`config.mk`:
```
export PLATFORM = sky130hd
export DESIGN_NAME = mem_port_arbiter
export DESIGN_NICKNAME = d
export VERILOG_FILES = /design/src/rtl/mem_port_arbiter.sv
export SDC_FILE = /design/constraint.sdc
export NUM_CORES = 1
export LEC_CHECK = 0
export CORE_ASPECT_RATIO = 1.2
export CORE_MARGIN = 2
export CORE_UTILIZATION = 26
export CTS_CLUSTER_DIAMETER = 60
export CTS_CLUSTER_SIZE = 28
export DETAILED_ROUTE_END_ITERATION = 12
export GPL_TIMING_DRIVEN = 0
export HOLD_SLACK_MARGIN = 0.05
export PLACE_DENSITY = 0.77
export SLEW_MARGIN = 10
export SYNTH_ARGS = -nofsm -noshare
export SYNTH_HDL_FRONTEND = slang
export SYNTH_SLANG_ARGS = --single-unit
```
`constraint.sdc`:
```
create_clock -name clk_in -period 1.6 [get_ports clk_in]
set_input_delay 0.32 -clock clk_in [delete_from_list [all_inputs] [get_ports clk_in]]
set_output_delay 0.32 -clock clk_in [all_outputs]
set_load 0.1 [all_outputs]
```
`src/rtl/mem_port_arbiter.sv`:
```
// mem_port_arbiter
// Shares one data-memory port between the load buffer and committed stores.
// Stores normally win; a load that keeps losing is granted once its starvation
// count reaches STARVE_LIMIT. Granted loads travel down a fixed-latency tag
// pipeline. When a load reaches the end, its read data and ROB tag are put on
// the CDB. A flush squashes every load still in flight.
module mem_port_arbiter #(
  parameter int MEM_LATENCY  = 2,
  parameter int ROB_IX_WIDTH = 3,
  parameter int STARVE_LIMIT = 4
) (
  input  logic                    clk_in,
  input  logic                    rst_in,
  input  logic                    flush_in,
  input  logic                    ld_valid_in,
  input  logic [31:0]             ld_addr_in,
  input  logic [ROB_IX_WIDTH-1:0] ld_rob_ix_in,
  output logic                    ld_ready_out,
  input  logic                    st_valid_in,
  input  logic [31:0]             st_addr_in,
  input  logic [31:0]             st_data_in,
  output logic                    st_ready_out,
  output logic                    mem_en_out,
  output logic                    mem_we_out,
  output logic [31:0]             mem_addr_out,
  output logic [31:0]             mem_wdata_out,
  input  logic [31:0]             mem_rdata_in,
  output logic                    cdb_valid_out,
  output logic signed [31:0]      cdb_data_out,
  output logic [ROB_IX_WIDTH-1:0] cdb_rob_ix_out
);

  localparam logic [2:0] STARVE_MAX = 3'(STARVE_LIMIT);

  logic                    ld_grant;
  logic                    st_grant;
  logic [2:0]              starve_cnt_q, starve_cnt_d;
  logic [MEM_LATENCY-1:0]  stage_vld_q, stage_vld_d;
  logic [ROB_IX_WIDTH-1:0] stage_ix_q [MEM_LATENCY];
  logic [ROB_IX_WIDTH-1:0] stage_ix_d [MEM_LATENCY];
  logic                    cdb_valid_q, cdb_valid_d;
  logic [31:0]             cdb_data_q, cdb_data_d;
  logic [ROB_IX_WIDTH-1:0] cdb_ix_q, cdb_ix_d;

  // Arbitration: store priority, starvation override, flush blocks loads.
  always_comb begin
    // NOTE: every output of a combinational block gets a default first so no
    // path leaves it unassigned, which would infer a latch.
    ld_grant = 1'b0;
    st_grant = 1'b0;
    if (!rst_in) begin
      if (flush_in) begin
        st_grant = st_valid_in;
      end else if (ld_valid_in && st_valid_in) begin
        if (starve_cnt_q == STARVE_MAX) ld_grant = 1'b1;
        else                            st_grant = 1'b1;
      end else begin
        ld_grant = ld_valid_in;
        st_grant = st_valid_in;
      end
    end
  end

  // Starvation counter: counts losses of a waiting load and saturates at the limit.
  always_comb begin
    starve_cnt_d = starve_cnt_q;
    if (!ld_valid_in || ld_grant) begin
      starve_cnt_d = '0;
    end else if (st_grant && starve_cnt_q != STARVE_MAX) begin
      starve_cnt_d = starve_cnt_q + 3'd1;
    end
  end

  // Memory port driven directly from the grant.
  always_comb begin
    mem_en_out    = ld_grant | st_grant;
    mem_we_out    = st_grant;
    mem_addr_out  = '0;
    mem_wdata_out = '0;
    if (st_grant) begin
      mem_addr_out  = st_addr_in;
      mem_wdata_out = st_data_in;
    end else if (ld_grant) begin
      mem_addr_out = ld_addr_in;
    end
  end

  assign ld_ready_out = ld_grant;
  assign st_ready_out = st_grant;

  // Load tag pipeline shift and CDB capture at the last stage.
  always_comb begin
    stage_vld_d = '0;
    stage_ix_d  = stage_ix_q;
    cdb_valid_d = 1'b0;
    cdb_data_d  = cdb_data_q;
    cdb_ix_d    = cdb_ix_q;
    if (!flush_in) begin
      stage_vld_d[0] = ld_grant;
      stage_ix_d[0]  = ld_rob_ix_in;
      for (int i = 1; i < MEM_LATENCY; i++) begin
        stage_vld_d[i] = stage_vld_q[i-1];
        stage_ix_d[i]  = stage_ix_q[i-1];
      end
      if (stage_vld_q[MEM_LATENCY-1]) begin
        cdb_valid_d = 1'b1;
        cdb_data_d  = mem_rdata_in;
        cdb_ix_d    = stage_ix_q[MEM_LATENCY-1];
      end
    end
  end

  // Control state and CDB registers with synchronous reset.
  always_ff @(posedge clk_in) begin
    // NOTE: state is updated with non-blocking assignments so that every
    // register samples the pre-edge value of every other register.
    if (rst_in) begin
      starve_cnt_q <= '0;
      stage_vld_q  <= '0;
      cdb_valid_q  <= 1'b0;
      cdb_data_q   <= '0;
      cdb_ix_q     <= '0;
    end else begin
      starve_cnt_q <= starve_cnt_d;
      stage_vld_q  <= stage_vld_d;
      cdb_valid_q  <= cdb_valid_d;
      cdb_data_q   <= cdb_data_d;
      cdb_ix_q     <= cdb_ix_d;
    end
  end

  // Stage tags only.
  always_ff @(posedge clk_in) begin
    // NOTE: the tag array is left out of reset. A tag is only read when its
    // stage valid bit is set, and the valid bits are reset.
    stage_ix_q <= stage_ix_d;
  end

  assign cdb_valid_out  = cdb_valid_q;
  assign cdb_data_out   = cdb_data_q;
  assign cdb_rob_ix_out = cdb_ix_q;

endmodule
```
# == Word level (Yosys, flattened, before mapping) ==
# Cells that the tools add are included.
# word_totals
regBits,47
inputBits,136
out_inout_bits,104
word_cells,31
# op_classes
addsub,1
eq_ne,2
n_mux,12
n_bitwise,2
reduce_logical,7
# op_table
cell,count
$mux W32,3
$mux W1,9
$reduce_or A2 Y1,2
$add A3 B1 Y3 const B,1
$eq A3 B3 Y1 const B,1
$ne A3 B3 Y1 const B,1
$logic_and A1 B1 Y1,2
$reduce_and A2 Y1,1
$logic_not A1 Y1,1
$logic_or A1 B1 Y1,1
$not A1 Y1,1
$or A1 B1 Y1,1

# == Longest topological paths before layout ==
# depth
word_depth,7
depth_mapped,7
mapped_depth_nobuf,5

# == Worst setup path before layout ==
# OpenSTA, ideal clock, no wires.
# synth_path
path_kind,register -> output
start,register starve_cnt_q[0]
end,output mem_wdata_out[11]
arrival_time_ns,2.323
required_ns,1.280
slack_ns,-1.043
path_stages_with_launch,7
path_buffers,1
cell_sequence,dfxtp_1 -> inv_1 -> ha_1 -> and2_1 -> a31oi_4 -> buf_2 -> and2_1
# synth_via
elab_chain_len,6
# synth_rtl
element,line,rtl
from (decl),37,"logic [2:0] starve_cnt_q, starve_cnt_d;"
from (signal assigned),124,starve_cnt_q <= starve_cnt_d;
$eq A3 B3 Y1,55,if (starve_cnt_q == STARVE_MAX) ld_grant = 1'b1;
$mux W1,55,
$mux W1,54,end else if (ld_valid_in && st_valid_in) begin
$mux W1,52,if (flush_in) begin
$mux W1,51,if (!rst_in) begin
named net mem_we_out,24,"output logic mem_we_out,"
$mux W32,80,if (st_grant) begin
to (decl),26,"output logic [31:0] mem_wdata_out,"
# The timed path passes the listed nets, and every way through them passes these cells.

# == Worst setup path after layout ==
# layout_path
start,register starve_cnt_q[0]
end,output mem_addr_out[9]
# layout_via
elab_chain_len,7
elab_cells_between_ends,11
classes_between,eq/ne (1); mux (10)
# layout_rtl
element,line,rtl
$eq A3 B3 Y1 (*),55,
$mux W1,55,
$mux W1,54,
$mux W1,52,
$mux W1,51,
$mux W32,83,end else if (ld_grant) begin
$mux W32 (*),80,
to (decl),25,"output logic [31:0] mem_addr_out,"
# Every way passes the cells marked *; elsewhere a longest branch is shown, timed or not.

==> reports/metrics.sh <==
CLOCK_SINKS=47
NETLIST_INSTANCES=268
WORSTMARGINPINSLEW_PS=561
FIRST_GLOBAL_VIAS=3175
CLOCK_INSERTION_DELAY_WORST_SKEW_PS=290
COMB_POWER_SHARE=0.458
SHARE_OF_FINAL_LAYOUT_STANDARD_CELLS_STRONGER_THAN_DRIVE_STRENGTH_1=0.424
MAX_SLEW_MARGIN=0.628
MAX_CLOCK_FREQ_GHz=0.453
CTS_ROOT_BUFFER_TYPE='sky130_fd_sc_hd__clkbuf_8'
MAX_CAP_VIOLATIONS=0
GRT_USAGE=0.220
GRT_SETUP_UNREPAIRED='true'
ROUTE.FINAL.WIRE_LENGTH_UM=10700
NUMBER_OF_ANTENNA_VIOLATIONS_AT_THE_FIRST_CHECK_IN_GLOBAL_ROUTING=0
POWER.DENSITY_CELL_AREA_nW_PER_UM2=582
DRT_DRC_VIOLATIONS_LEFT=0
REG2REG_DEPTH=5
TIMING.CRITICAL_PATH.SLOWEST_STAGE_CELL='sky130_fd_sc_hd__dfxtp_2'
NUMBER_OF_HOLD_SLACK_VIOLATIONS_IN_THE_FINAL_TIMING_REPORT=0
POST-ROUTE-MIN-PERIOD_PS=2210
SWSHARE=0.349
DIE_AREA_UM2=9470
SYNTHTOPCELLSBYAREA='sky130_fd_sc_hd__dfxtp_1 (36%), sky130_fd_sc_hd__a22o_1 (12%), sky130_fd_sc_hd__nand2_1 (12%)'
DRTANTENNAVIOLNETS=0
VIOLATED_CHECKS='negative setup slack'
NUMBER_OF_HOLD_BUFFERS_ADDED_AFTER_CTS=0
STARTING_DENSITY_OF_THE_CORE=0.266
DRT_PASS1_ITERATIONS=4
SETUP-VIOLATIONS-FINAL=68
P_CLK_FRAC=0.211
HOLD_DEPTH=3
FINAL.SETUP_SKEW_PS=7.67
YOSYSSEQAREASHARE=0.442
NUMBER_OF_ENABLE_FLIP_FLOP_CELLS_AFTER_SYNTHESIS=6
CPPEAKSTAGEDELAY_PS=340
POST_DRT_VIA_CELL_RATIO=4.57
VERT_DIE_DIM_UM=106
CRITICAL_PATH_CLASS='reg -> out'
FINALNETCOUNT=668
HOLD_WS_PS=404
YS_FF_LATCH=47
CLOCKBUFFERDEPTH=2
ROUTE.VIAS.TOTAL=2960
YOSYSMOSTFREQUENTCELL='sky130_fd_sc_hd__nand2_1'
CRIT_TOP_CELL='sky130_fd_sc_hd__buf_12'
FINAL_CYCLE_SHARE=1.38
CP-END-KIND='output port'
TRITONCTS='built'
AVGROUTEDWIREPERCELL_UM=16.5
SYNTH.TOP_CELL.AREA_SHARE=0.363
DIE_X_UM=89.2
LAYOUT_SETUP_WS_PS=-610
STATIC-LEAKAGE-POWER_nW=2.51
POST-DP-HPWL_UM=7740
SYNTH.CELLS.MOST_FREQUENT='sky130_fd_sc_hd__nand2_1 (71), sky130_fd_sc_hd__dfxtp_1 (41), sky130_fd_sc_hd__a21oi_1 (38)'
DETAILEDROUTE.FIRSTITERATIONVIOLATIONS=75
NETLIST.TOP_CELL.BY_AREA='sky130_fd_sc_hd__dfxtp_1'
ANTENNA-DIODE-COUNT=0
VDD_DROP_MAX_uV=331
CTSHTREEMAXLEVEL=2
RUN_STATUS='finished with violations'
CELLINTERNALPOWER_W=0.00240
GRT_OVERFLOW=0
AVERAGE_INSTANCE_AREA_AFTER_SYNTHESIS_UM2=8.45
CP.REQUIRED_PS=1280
CTS_BUFFERS=5
CRIT_PATH_START_KIND='flip-flop'
WORSTHOLDPATHTYPE='in -> reg'
SYNTH-ASYNC-RESET-RATIO=0
SYNTH.NET_COUNT=406
SYNTHDISTINCTLIBCELLS=26
PATH_MAX_FANOUT=7
POWER.TOTAL_W=0.00368
GRT_START_MAX_NET_PINS=15
IOS=240
SYNTH_WARNINGS=0
SYN_AREA_UM2=2260
GLOBALPLACE.CONGESTION=0.791
CLK_PIN_SLEW_PS=90
CRIT_PATH_CELL_CHAIN='inv_2 -> ha_4 -> buf_4 -> a21boi_4 -> nor3_4 -> buf_12 -> clkbuf_16 -> a22o_4 -> buf_12'
AREAGROWTHSYNTHTOFINISH_PCT=179
FIRST_PASS_GRT_WIRE_LENGTH_UM=16000
PORTBUFFERS=239
DOMINANTREGCELLSYNTH='sky130_fd_sc_hd__dfxtp_1'
PWR-SHARE-SEQ=0.330
CORE-AREA_UM2=8520
P_SWITCHING_W=0.00128
CP_DATA_ARRIVAL_TIME_PS=1890
MAX_SLEW_VIOLATIONS=0
STD_CELL_ROWS=37
[logic make-up (layout without fill, tap and decap cells)]
kind of cell / count (synthesis) / count (layout) / share of synthesized area
adders and majority gates: 2 / 2 / 0.0111
AOI/OAI and AO/OA: 75 / 75 / 0.228
DFF: 47 / 47 / 0.442
and+or+nand+nor: 118 / 118 / 0.251
buffers and inverters: 26 / 289 / 0.0674
[placed cells by master (no fill, tap or decap), types with 3 or more instances in the layout]
cell type / count
sky130_fd_sc_hd__clkdlybuf4s50_1: 133
sky130_fd_sc_hd__buf_12: 72
sky130_fd_sc_hd__nand2_1: 71
sky130_fd_sc_hd__dfxtp_1: 39
sky130_fd_sc_hd__a21oi_1: 38
sky130_fd_sc_hd__clkdlybuf4s15_2: 36
sky130_fd_sc_hd__and2_4: 33
sky130_fd_sc_hd__a22o_4: 32
sky130_fd_sc_hd__buf_4: 14
sky130_fd_sc_hd__clkbuf_8: 7
sky130_fd_sc_hd__buf_8: 6
sky130_fd_sc_hd__edfxtp_1: 6
sky130_fd_sc_hd__inv_2: 3
sky130_fd_sc_hd__buf_2: 3
sky130_fd_sc_hd__clkbuf_1: 3
sky130_fd_sc_hd__clkbuf_2: 3
sky130_fd_sc_hd__buf_6: 3
[routing by layer]
| metal | vias to the layer above | part of all wire | global-route usage |
|---|---|---|---|
| met1 | 1386 | 0.35 | 0.231 |
| met5 | - | 0 | 0 |
| met4 | 0 | 0.015 | 0.0490 |
| li1 | 1434 | - | - |
| met2 | 130 | 0.57 | 0.426 |
| met3 | 10 | 0.065 | 0.0505 |
[through the flow]
| step | cells | cell area (um^2) | utilization | worst slack, ps | TNS (ps) |
|---|---|---|---|---|---|
| floorplan | 268 | 2710 | - | -232 | -13900 |
| global placement | 624 | 5250 | 0.616 | -1810 | -131530 |
| detailed placement | 624 | 5250 | 0.616 | -1830 | -134780 |
| CTS | 646 | 6260 | 0.735 | -636 | -41290 |
| global route | 648 | 6320 | 0.743 | -682 | -44790 |
| finish | 648 | 6320 | 0.743 | -610 | -39510 |
[state kept, by name (all words and copies together) (netlist names)]
register,flops
stage_vld_q,2
stage_ix_q,6
starve_cnt_q,3
cdb_data_out,32
cdb_rob_ix_out,3
cdb_valid_out,1
[power groups by stage]
stage,Combinational (W),Clock (W),Sequential [W]
2_1_floorplan,0.000840,0,0.00127
3_3_place_gp,0.00139,0,0.00124
3_5_place_dp,0.00141,0,0.00124
4_1_cts,0.00167,0.000802,0.00122
5_1_grt,0.00173,0.000844,0.00122
6_report,0.00169,0.000778,0.00122
[critical path: cells and delay by family (launching register included)]
family / cells / cell delay, ps
compound gates: 2 / 380
fa+ha+maj: 1 / 150
buf+inv: 5 / 660
flops: 1 / 340
simple gates: 1 / 60
[layout make-up]
cell class,count,area [um^2]
Inverter,3,11.3
Sequential cell,47,1000
Clock inverter,1,6.26
Tap cell,117,146
Multi-Input combinational cell,195,1510
Clock buffer,7,96.3
Timing Repair Buffer,256,3320
Fill cell,598,2190
Buffer,22,226
[worst paths after layout]
kind	end	start	slack, ps
max	mem_addr_out[9]	starve_cnt_q[0]$_SDFFE_PP0P_	-610
min	stage_vld_q[0]$_SDFF_PP0_	ld_valid_in	400
max reg2reg	cdb_data_out[30]$_SDFFE_PP0P_	stage_vld_q[1]$_SDFF_PP0_	240
min reg2reg	stage_ix_q[2]$_DFFE_PN_	stage_ix_q[5]$_DFFE_PN_	430
[what timing repair did]
action	in CTS	in global routing
resized for setup	729	16
pin swaps	5	3
cloned	2	2
setup endpoints to repair	124	98
buffers inserted	13	2
Note: power is estimated with default switching activity, not from simulation.
